--- config.mk ---
export PLATFORM = sky130hd
export DESIGN_NAME = vga_rx_timing
export DESIGN_NICKNAME = d
export VERILOG_FILES = /design/src/rtl/vga_rx_timing.sv
export SDC_FILE = /design/constraint.sdc
export NUM_CORES = 1
export LEC_CHECK = 0
export BUFFER_PORTS_ARGS = -buffer_cell sky130_fd_sc_hd__buf_4
export CELL_PAD_IN_SITES_DETAIL_PLACEMENT = 0
export CELL_PAD_IN_SITES_GLOBAL_PLACEMENT = 2
export CORE_MARGIN = 3
export CORE_UTILIZATION = 34
export DETAILED_ROUTE_END_ITERATION = 8
export GPL_TIMING_DRIVEN = 0
export PLACE_DENSITY_LB_ADDON = 0.3
export SYNTH_ARGS = -nofsm -noshare
export SYNTH_HDL_FRONTEND = slang
export SYNTH_SLANG_ARGS = --single-unit
--- constraint.sdc ---
create_clock -name vga_clk -period 3.5 [get_ports vga_clk]
set_input_delay 0.525 -clock vga_clk [delete_from_list [all_inputs] [get_ports vga_clk]]
set_output_delay 0.525 -clock vga_clk [all_outputs]
set_load 0.02 [all_outputs]
--- src/rtl/vga_rx_timing.sv ---
// VGA receive timing: samples hs/vs/RGB565, measures line/frame lengths against nominal
// timing, and recovers de/xpos/ypos/data once the incoming stream is locked.
module vga_rx_timing #(
    parameter int unsigned H_SYNC      = 96,
    parameter int unsigned H_BACK      = 48,
    parameter int unsigned H_ACTIVE    = 640,
    parameter int unsigned H_TOTAL     = 800,
    parameter int unsigned V_SYNC      = 2,
    parameter int unsigned V_BACK      = 33,
    parameter int unsigned V_ACTIVE    = 480,
    parameter int unsigned V_TOTAL     = 525,
    parameter int unsigned LOCK_FRAMES = 2
) (
    input  logic        vga_clk,
    input  logic        sys_rst,
    input  logic        vga_hs,
    input  logic        vga_vs,
    input  logic [15:0] vga_rgb,
    output logic        pixel_de,
    output logic [9:0]  pixel_xpos,
    output logic [9:0]  pixel_ypos,
    output logic [15:0] pixel_data,
    output logic        frame_start,
    output logic        locked,
    output logic [10:0] h_total_meas,
    output logic [9:0]  v_total_meas
);
    localparam logic [10:0] H_START = 11'(H_SYNC + H_BACK);
    localparam logic [10:0] H_END   = 11'(H_SYNC + H_BACK + H_ACTIVE);
    localparam logic [10:0] H_LEN   = 11'(H_TOTAL);
    localparam logic [9:0]  V_START = 10'(V_SYNC + V_BACK);
    localparam logic [9:0]  V_END   = 10'(V_SYNC + V_BACK + V_ACTIVE);
    localparam logic [9:0]  V_LEN   = 10'(V_TOTAL);
    localparam int unsigned GF_W    = (LOCK_FRAMES < 2) ? 1 : $clog2(LOCK_FRAMES + 1);
    localparam logic [GF_W-1:0] GF_MAX = GF_W'(LOCK_FRAMES);

    logic            hs_d, vs_d, hs_d_prev, vs_d_prev;
    logic [15:0]     rgb_d;
    logic            hs_fall, vs_fall;
    logic [10:0]     h_cnt, h_next, h_len;
    logic [9:0]      v_cnt, v_next, v_len;
    logic            seen_hs, seen_vs, frame_err;
    logic [GF_W-1:0] good_frames, good_inc;
    logic            h_sat, v_sat, line_err, frame_ok, lock_next;
    logic            active, de_next;

    always_comb begin
        hs_fall = hs_d_prev & ~hs_d;
        vs_fall = vs_d_prev & ~vs_d;
        h_sat   = (h_cnt == '1);
        v_sat   = (v_cnt == '1);
        h_len   = h_cnt + 11'd1;
        v_len   = v_cnt + 10'd1;

        // The counters' next values are the raster position of the sample now held in rgb_d,
        // which keeps de/xpos/ypos aligned with the two-stage pixel path.
        h_next = hs_fall ? '0 : (h_sat ? h_cnt : h_len);
        v_next = v_cnt;
        if (vs_fall) begin
            v_next = '0;
        end else if (hs_fall && !v_sat) begin
            v_next = v_len;
        end

        line_err = hs_fall & seen_hs & (h_len != H_LEN);
        // A bad line ending on the same edge still belongs to the frame being judged.
        frame_ok = (v_len == V_LEN) & ~frame_err & ~line_err;
        good_inc = (good_frames >= GF_MAX) ? GF_MAX : good_frames + 1'b1;

        lock_next = locked;
        if (vs_fall && seen_vs) begin
            if (!frame_ok) begin
                lock_next = 1'b0;
            end else if (good_inc == GF_MAX) begin
                lock_next = 1'b1;
            end
        end
        if (line_err || h_sat || v_sat) begin
            lock_next = 1'b0;
        end

        active  = (h_next >= H_START) && (h_next < H_END) &&
                  (v_next >= V_START) && (v_next < V_END);
        de_next = active & locked;
    end

    always_ff @(posedge vga_clk) begin
        if (sys_rst) begin
            hs_d         <= 1'b0;
            vs_d         <= 1'b0;
            hs_d_prev    <= 1'b0;
            vs_d_prev    <= 1'b0;
            rgb_d        <= '0;
            h_cnt        <= '0;
            v_cnt        <= '0;
            seen_hs      <= 1'b0;
            seen_vs      <= 1'b0;
            frame_err    <= 1'b0;
            good_frames  <= '0;
            locked       <= 1'b0;
            h_total_meas <= '0;
            v_total_meas <= '0;
            pixel_de     <= 1'b0;
            pixel_xpos   <= '0;
            pixel_ypos   <= '0;
            pixel_data   <= '0;
            frame_start  <= 1'b0;
        end else begin
            hs_d      <= vga_hs;
            vs_d      <= vga_vs;
            hs_d_prev <= hs_d;
            vs_d_prev <= vs_d;
            rgb_d     <= vga_rgb;
            h_cnt     <= h_next;
            v_cnt     <= v_next;
            locked    <= lock_next;

            if (hs_fall) begin
                seen_hs <= 1'b1;
                if (seen_hs) begin
                    h_total_meas <= h_len;
                end
            end

            if (vs_fall) begin
                frame_err <= 1'b0;
            end else if (line_err || h_sat || v_sat) begin
                frame_err <= 1'b1;
            end

            if (vs_fall) begin
                seen_vs <= 1'b1;
                if (seen_vs) begin
                    v_total_meas <= v_len;
                    good_frames  <= frame_ok ? good_inc : '0;
                end
            end

            pixel_de    <= de_next;
            pixel_xpos  <= de_next ? 10'(h_next - H_START) : '0;
            pixel_ypos  <= de_next ? (v_next - V_START) : '0;
            pixel_data  <= de_next ? rgb_d : '0;
            frame_start <= de_next && (h_next == H_START) && (v_next == V_START);
        end
    end
endmodule

### After elaboration in Yosys (flattened, before gate mapping)

Index checks and enable logic that the tools add are counted.

* flip-flop bits (word level): 106
* bits of input ports: 20
* word-level logic and storage cells: 73

* add/sub/neg operators: 5
* magnitude comparators: 5
* equality and inequality tests: 8
* muxes and demuxes: 8
* bitwise operators: 12
* reductions and logical operators: 16

Operators by type and width (count)
* 2-to-1 mux 11 bit: 2
* == test 10 bit, second input constant: 2
* 2-to-1 mux 10 bit: 2
* adder 11 x 1 -> 11 bit, second input constant: 1
* == test 11 bit, second input constant: 1
* == test 11 x 8 -> 1 bit, second input constant: 1
* greater-or-equal comparator 11 x 8 -> 1 bit, second input constant: 1
* < comparator 11 x 10 -> 1 bit, second input constant: 1
* inequality test 11 x 10 -> 1 bit, second input constant: 1
* adder 10 x 1 -> 10 bit, second input constant: 1
* == test 10 x 6 -> 1 bit, second input constant: 1
* greater-or-equal comparator 10 x 6 -> 1 bit, second input constant: 1
* < comparator 10 bit, second input constant: 1
* subtractor 10 x 6 -> 10 bit, second input constant: 1
* subtractor 10 x 8 -> 10 bit, second input constant: 1
* bitwise AND 1 bit: 7
* logical AND 1 bit: 7
* AND reduction 2 bit: 3
* OR reduction 2 bit: 3
* NOT 1 bit: 5
* 2-to-1 mux 2 bit: 2
* adder 2 x 1 -> 2 bit, second input constant: 1
* == test 2 bit, second input constant: 1
* greater-or-equal comparator 2 bit, second input constant: 1
* 4 further kinds: 6

### Logic depth before layout (Yosys ltp)

* depth after elaboration: 11
* mapped depth: 14

### Worst setup path before layout

OpenSTA, ideal clock, no wires.

* path kind: register to register
* start point: register v_cnt[0]
* end point: register pixel_data[10]
* setup time: 0.115 ns
* arrival time: 2.877 ns
* data required time: 3.385 ns
* path slack: 0.509 ns
* cell stages (with the launch flop): 14
* path buffers: 2
* cells stage by stage: dfxtp_1 -> ha_1 -> and4_4 -> buf_6 -> a41o_1 -> mux2i_1 -> nor2_1 -> ha_1 -> or4_1 -> a2bb2oi_1 -> a211o_2 -> inv_2 -> buf_6 -> and2_1

* longest elaborated chain between the ends: 11
* elaborated cells on any way between the ends: 13

Ends and longest elaborated chain
* from (decl): RTL line 41 `logic [9:0] v_cnt, v_next, v_len;`
* from (signal assigned): RTL line 115 `v_cnt <= v_next;`
* branches (longest 3 deep; another with adder 10 x 1 -> 10 bit)
* 2-to-1 mux 10 bit *: RTL line 61 `end else if (hs_fall && !v_sat) begin`
* 2-to-1 mux 10 bit *: RTL line 59 `if (vs_fall) begin`
* via v_next[1]: RTL line 41
* greater-or-equal comparator 10 x 6 -> 1 bit: RTL line 83 `(v_next >= V_START) && (v_next < V_END);`
* logical AND 1 bit: RTL line 82 `active = (h_next >= H_START) && (h_next < H_END) &&`
* logical AND 1 bit *: RTL line 83
* bitwise AND 1 bit *: RTL line 84 `de_next = active & locked;`
* NOT 1 bit (no line) *
* OR reduction 2 bit (no line) *
* to (signal assigned): RTL line 142 `pixel_data <= de_next ? rgb_d : '0;`
* to (decl): RTL line 22 `output logic [15:0] pixel_data,`

Mark *: on every way through the listed nets, which the timed path passes.
A chain may end at the register's enable or synchronous reset.

### Final worst setup path

* start point: register v_cnt[0]
* end point: register pixel_ypos[8]

* longest elaborated chain between the ends: 11
* elaborated cells on any way between the ends: 14

Ends and longest elaborated chain
* branches (longest 3 deep; another with adder 10 x 1 -> 10 bit)
* 2-to-1 mux 10 bit *: RTL line 61
* 2-to-1 mux 10 bit *: RTL line 59
* via v_next[1]: RTL line 41
* greater-or-equal comparator 10 x 6 -> 1 bit: RTL line 83
* logical AND 1 bit: RTL line 82
* logical AND 1 bit: RTL line 83
* bitwise AND 1 bit: RTL line 84
* NOT 1 bit (no line)
* OR reduction 2 bit (no line)
* to (signal assigned): RTL line 141 `pixel_ypos <= de_next ? (v_next - V_START) : '0;`
* to (decl): RTL line 21 `output logic [9:0] pixel_ypos,`

Marks and branches as above.

==> flow_summary_export.csv <==
group,metric,value,unit
clock_tree,post-cts-setup-buffer-count,0,
worst_setup_path,cp_slowest_cell,"or4_1",
synthesis,synthCells,497,
sta,tns,0,ps
sta,max-slew-margin-rel,59.9,%
drt,drc,0,
floorplan,coreArea,0.0129,sq mm
sta,hold_violations,0,
worst_setup_path,regToRegStartpoint,"v_cnt[0]$_SDFF_PP0_",
worst_setup_path,rrSetupSlack,220,ps
cells_and_area,antenna_cells,0,
sta,drv_slew,0,
worst_setup_path,timing.rr.end,"pixel_ypos[8]$_SDFF_PP0_",
cells_and_area,fillers,1322,
flow_run,cap_violations,0,
worst_setup_path,end_kind,"register",
hold_path,hp-class,"in -> reg",
hold_path,min_to,"hs_d$_SDFF_PP0_",
worst_setup_path,cp.required,3740,ps
sta,clock_skew,8.19,ps
global_route,grt_start_max_net_pins,17,
synthesis,avgSynthCellArea,9.16,sq um
synthesis,seq_area_frac_synth,46.6,%
sta,holdWs,392,ps
drt,wl,11600,um
sta,setup_viol,0,
floorplan,fp-row-count,41,
place,gp_congestion,0.818,
power,power.density,409,mW/mm^2
worst_setup_path,critPathLaunchType,"register",
sta,rsz0062_at_grt,"no",
worst_setup_path,worstPathMaxFanout,10,
clock_tree,clock-sinks,106,
power,total_leakage_power,2.33,nW
global_route,grt_first_pass_wirelength,18300,um
floorplan,initial_core_util,35.4,%
clock_tree,clockRootBuffer,"clkbuf_16",
global_route,grt_usage,15.9,%
sta,post-route-min-period,3280,ps
global_route,antenna_found_initial,0,
worst_setup_path,path_class,"reg -> reg",
clock_tree,clockBufferDepth,2,
cells_and_area,drive_gt1_share,24.5,%
worst_setup_path,path_common_cell,"buf_6",
worst_setup_path,worstPathCellList,"ha_4, and4_4, buf_6, a41o_4, mux2i_1, nor2_1, ha_1, or4_1, a2bb2oi_1, a211o_2, buf_6, buf_6, nor2_1",
hold_path,min_path_cells,2,
synthesis,async_reset_ff_share,0,%
worst_setup_path,slowest_delay,580,ps
drt,drt_pass1_iterations,4,
drt,vias,3700,
floorplan,ios,80,
sta,worst_pin_slew,601,ps
clock_tree,h-tree-depth,3,
sta,finalCritPeriodShare,93.8,%
synthesis,synth_edf_count,0,
synthesis,synth_nets,523,
cells_and_area,syn_to_final_growth,24.8,%
floorplan,dieArea,0.0148,sq mm
drt,drt_iter0_drc,214,
worst_setup_path,worst-path-buf-inv,3,
cells_and_area,multi_input_area,0.00222,sq mm
synthesis,netlist_area,0.00455,sq mm
synthesis,yosysUniqueCellTypes,64,
worst_setup_path,arrival,3520,ps
cells_and_area,seqCellArea,0.00213,sq mm
floorplan,die_w,122,um
synthesis,ys_warn_count,0,
cells_and_area,final_area,0.00568,sq mm
power,max-vdd-ir-drop,205,uV
synthesis,yosys_most_used_dff,"dfxtp_1",
global_route,gr-total-overflow,0,
worst_setup_path,cp-startpoint,"v_cnt[0]$_SDFF_PP0_",
clock_tree,cts_tree,"built",
clock_tree,clkLatencyLatePin,350,ps
worst_setup_path,reg2reg_depth,13,
hold_path,hold_start,"vga_hs",
place,numPortBuffers,79,
place,dp_hpwl,8540,um
global_route,first_global_vias,3472,
sta,fmax,305,MHz
floorplan,die_y,122,um
drt,antenna_left,0,
cells_and_area,nNetsFinal,613,
clock_tree,clk_pin_slew,70,ps
worst_setup_path,crit_family,"simple AND/OR/NAND/NOR gates",
drt,wl_per_cell,15.2,um
status,status,"complete, no violations",
place,postPlaceCellArea,0.00536,sq mm
clock_tree,cts_buffers,9,
synthesis,synth_seq_cells,106,
drt,viasPerCell,4.84,
## routing by layer
metal  GRT usage [%]  share of wire (%)
met1            23.0                 50
met2            23.5                 43
met3            2.51                5.1
met4            6.51                1.6
met5               0                  0
## state kept, by name, indices dropped and copies added (netlist names), 2 cells and up
signal        flops
pixel_ypos       10
h_total_meas     11
v_cnt            10
pixel_xpos       10
rgb_d            16
h_cnt            11
pixel_data       16
v_total_meas     10
good_frames       2
## layout make-up
cell class	instances	area share [%]
plain buffers	39	3.81
clock buffers	12	4.16
clock inverters	4	0.902
inverters	8	0.528
multi-input cells	344	39.0
flip-flops and latches	106	37.4
well taps	172	3.79
repair buffers	79	10.4
## logic make-up (layout without fill, tap and decap cells)
logic type | count (synthesis) | after routing | share of synthesized area [%]
and+or+nand+nor | 227 | 227 | 27.1
xor gates and xnor gates | 25 | 25 | 4.81
adders and majority gates | 6 | 6 | 1.65
AOI/OAI and AO/OA | 77 | 77 | 12.4
DFF | 106 | 106 | 46.6
buffers and inverters | 47 | 142 | 5.41
muxes | 9 | 9 | 2.09
## cell usage after synthesis (2+ instances only)
cell type / n / share of area, %
dfxtp_1: 106 / 47
nor2_1: 70 / 5.8
nand2_1: 31 / 2.6
nor2b_1: 30 / 4.1
and2_1: 21 / 2.9
a21oi_1: 17 / 1.9
nand3_1: 17 / 1.9
a211oi_1: 16 / 2.6
clkbuf_1: 16 / 1.3
nor3_1: 16 / 1.8
buf_2: 14 / 1.5
o21ai_0: 13 / 1.4
xnor2_1: 13 / 2.5
xor2_1: 12 / 2.3
mux2i_1: 8 / 1.8
a31oi_1: 7 / 0.96
inv_1: 7 / 0.58
buf_6: 6 / 1.5
ha_1: 6 / 1.6
nand2b_1: 5 / 0.69
and3_1: 4 / 0.55
nand4_1: 4 / 0.55
a311oi_1: 3 / 0.58
and4_1: 3 / 0.58
o31ai_1: 3 / 0.49
or3_1: 3 / 0.41
a211oi_2: 2 / 0.55
a311oi_2: 2 / 0.66
and3b_1: 2 / 0.38
buf_4: 2 / 0.33
nand4_4: 2 / 0.93
nor4_1: 2 / 0.27
nor4_2: 2 / 0.55
o211ai_1: 2 / 0.33
## power breakdown
group	internal, mW	switching, mW	leakage [nW]
clock	0.557	0.438	0.137
sequential	1.22	0.00965	0.861
combinational	0.0405	0.0539	1.33
total	1.82	0.501	2.33
## repair_timing
item / CTS / global route
resized for setup: 1 / 8
setup endpoints to repair: 14 / 35
hold buffers: 0 / 0
## per-stage QoR
stage / total power [mW] / setup WS (ps) / std cells / utilization [%]
after floorplan: 1.31 / 509 / 497 / -
after global placement: 1.35 / 23.0 / 748 / 41.6
after detailed placement: 1.35 / 31.6 / 748 / 41.6
after CTS: 2.35 / 32.6 / 764 / 43.9
after global routing: 2.41 / 40.2 / 764 / 44.1
final: 2.32 / 216 / 764 / 44.1
## layout by cell type, fill, tap and decap left out, types with 2 or more instances in the layout
cell       Yosys  routed
a311oi_2       2       2
nand2b_1       5       5
o211ai_1       2       2
a311oi_1       3       3
buf_2         14      14
and4_1         3       3
xnor2_1       13      13
nor4_2         2       2
and3b_1        2       2
nor2_1        70      70
buf_6          6       6
and3_1         4       4
xor2_1        12      12
nand4_1        4       4
a211oi_1      16      16
nor3_1        16      16
o31ai_1        3       3
or3_1          3       3
nor4_1         2       2
buf_4          2      81
mux2i_1        8       8
clkbuf_1      16      19
ha_1           6       4
a211oi_2       2       2
nand3_1       17      17
a31oi_1        7       7
clkbuf_16      0       9
nor2b_1       30      30
nand4_4        2       2
a21oi_1       17      16
dfxtp_1      106     103
and2_1        21      21
inv_1          7       7
o21ai_0       13      12
nand2_1       31      31
dfxtp_2        0       3
## worst max path at each step
stage / end / slack (ps) / cells past startpoint
after floorplan: pixel_data[10]$_SDFF_PP0_ / 510 / 13
after global placement: frame_start$_SDFF_PP0_ / 20 / 12
after detailed placement: pixel_ypos[8]$_SDFF_PP0_ / 30 / 13
after CTS: pixel_ypos[8]$_SDFF_PP0_ / 30 / 13
after global routing: pixel_ypos[6]$_SDFF_PP0_ / 40 / 13
final: pixel_ypos[8]$_SDFF_PP0_ / 220 / 13
(Power assumes the default switching activity.)
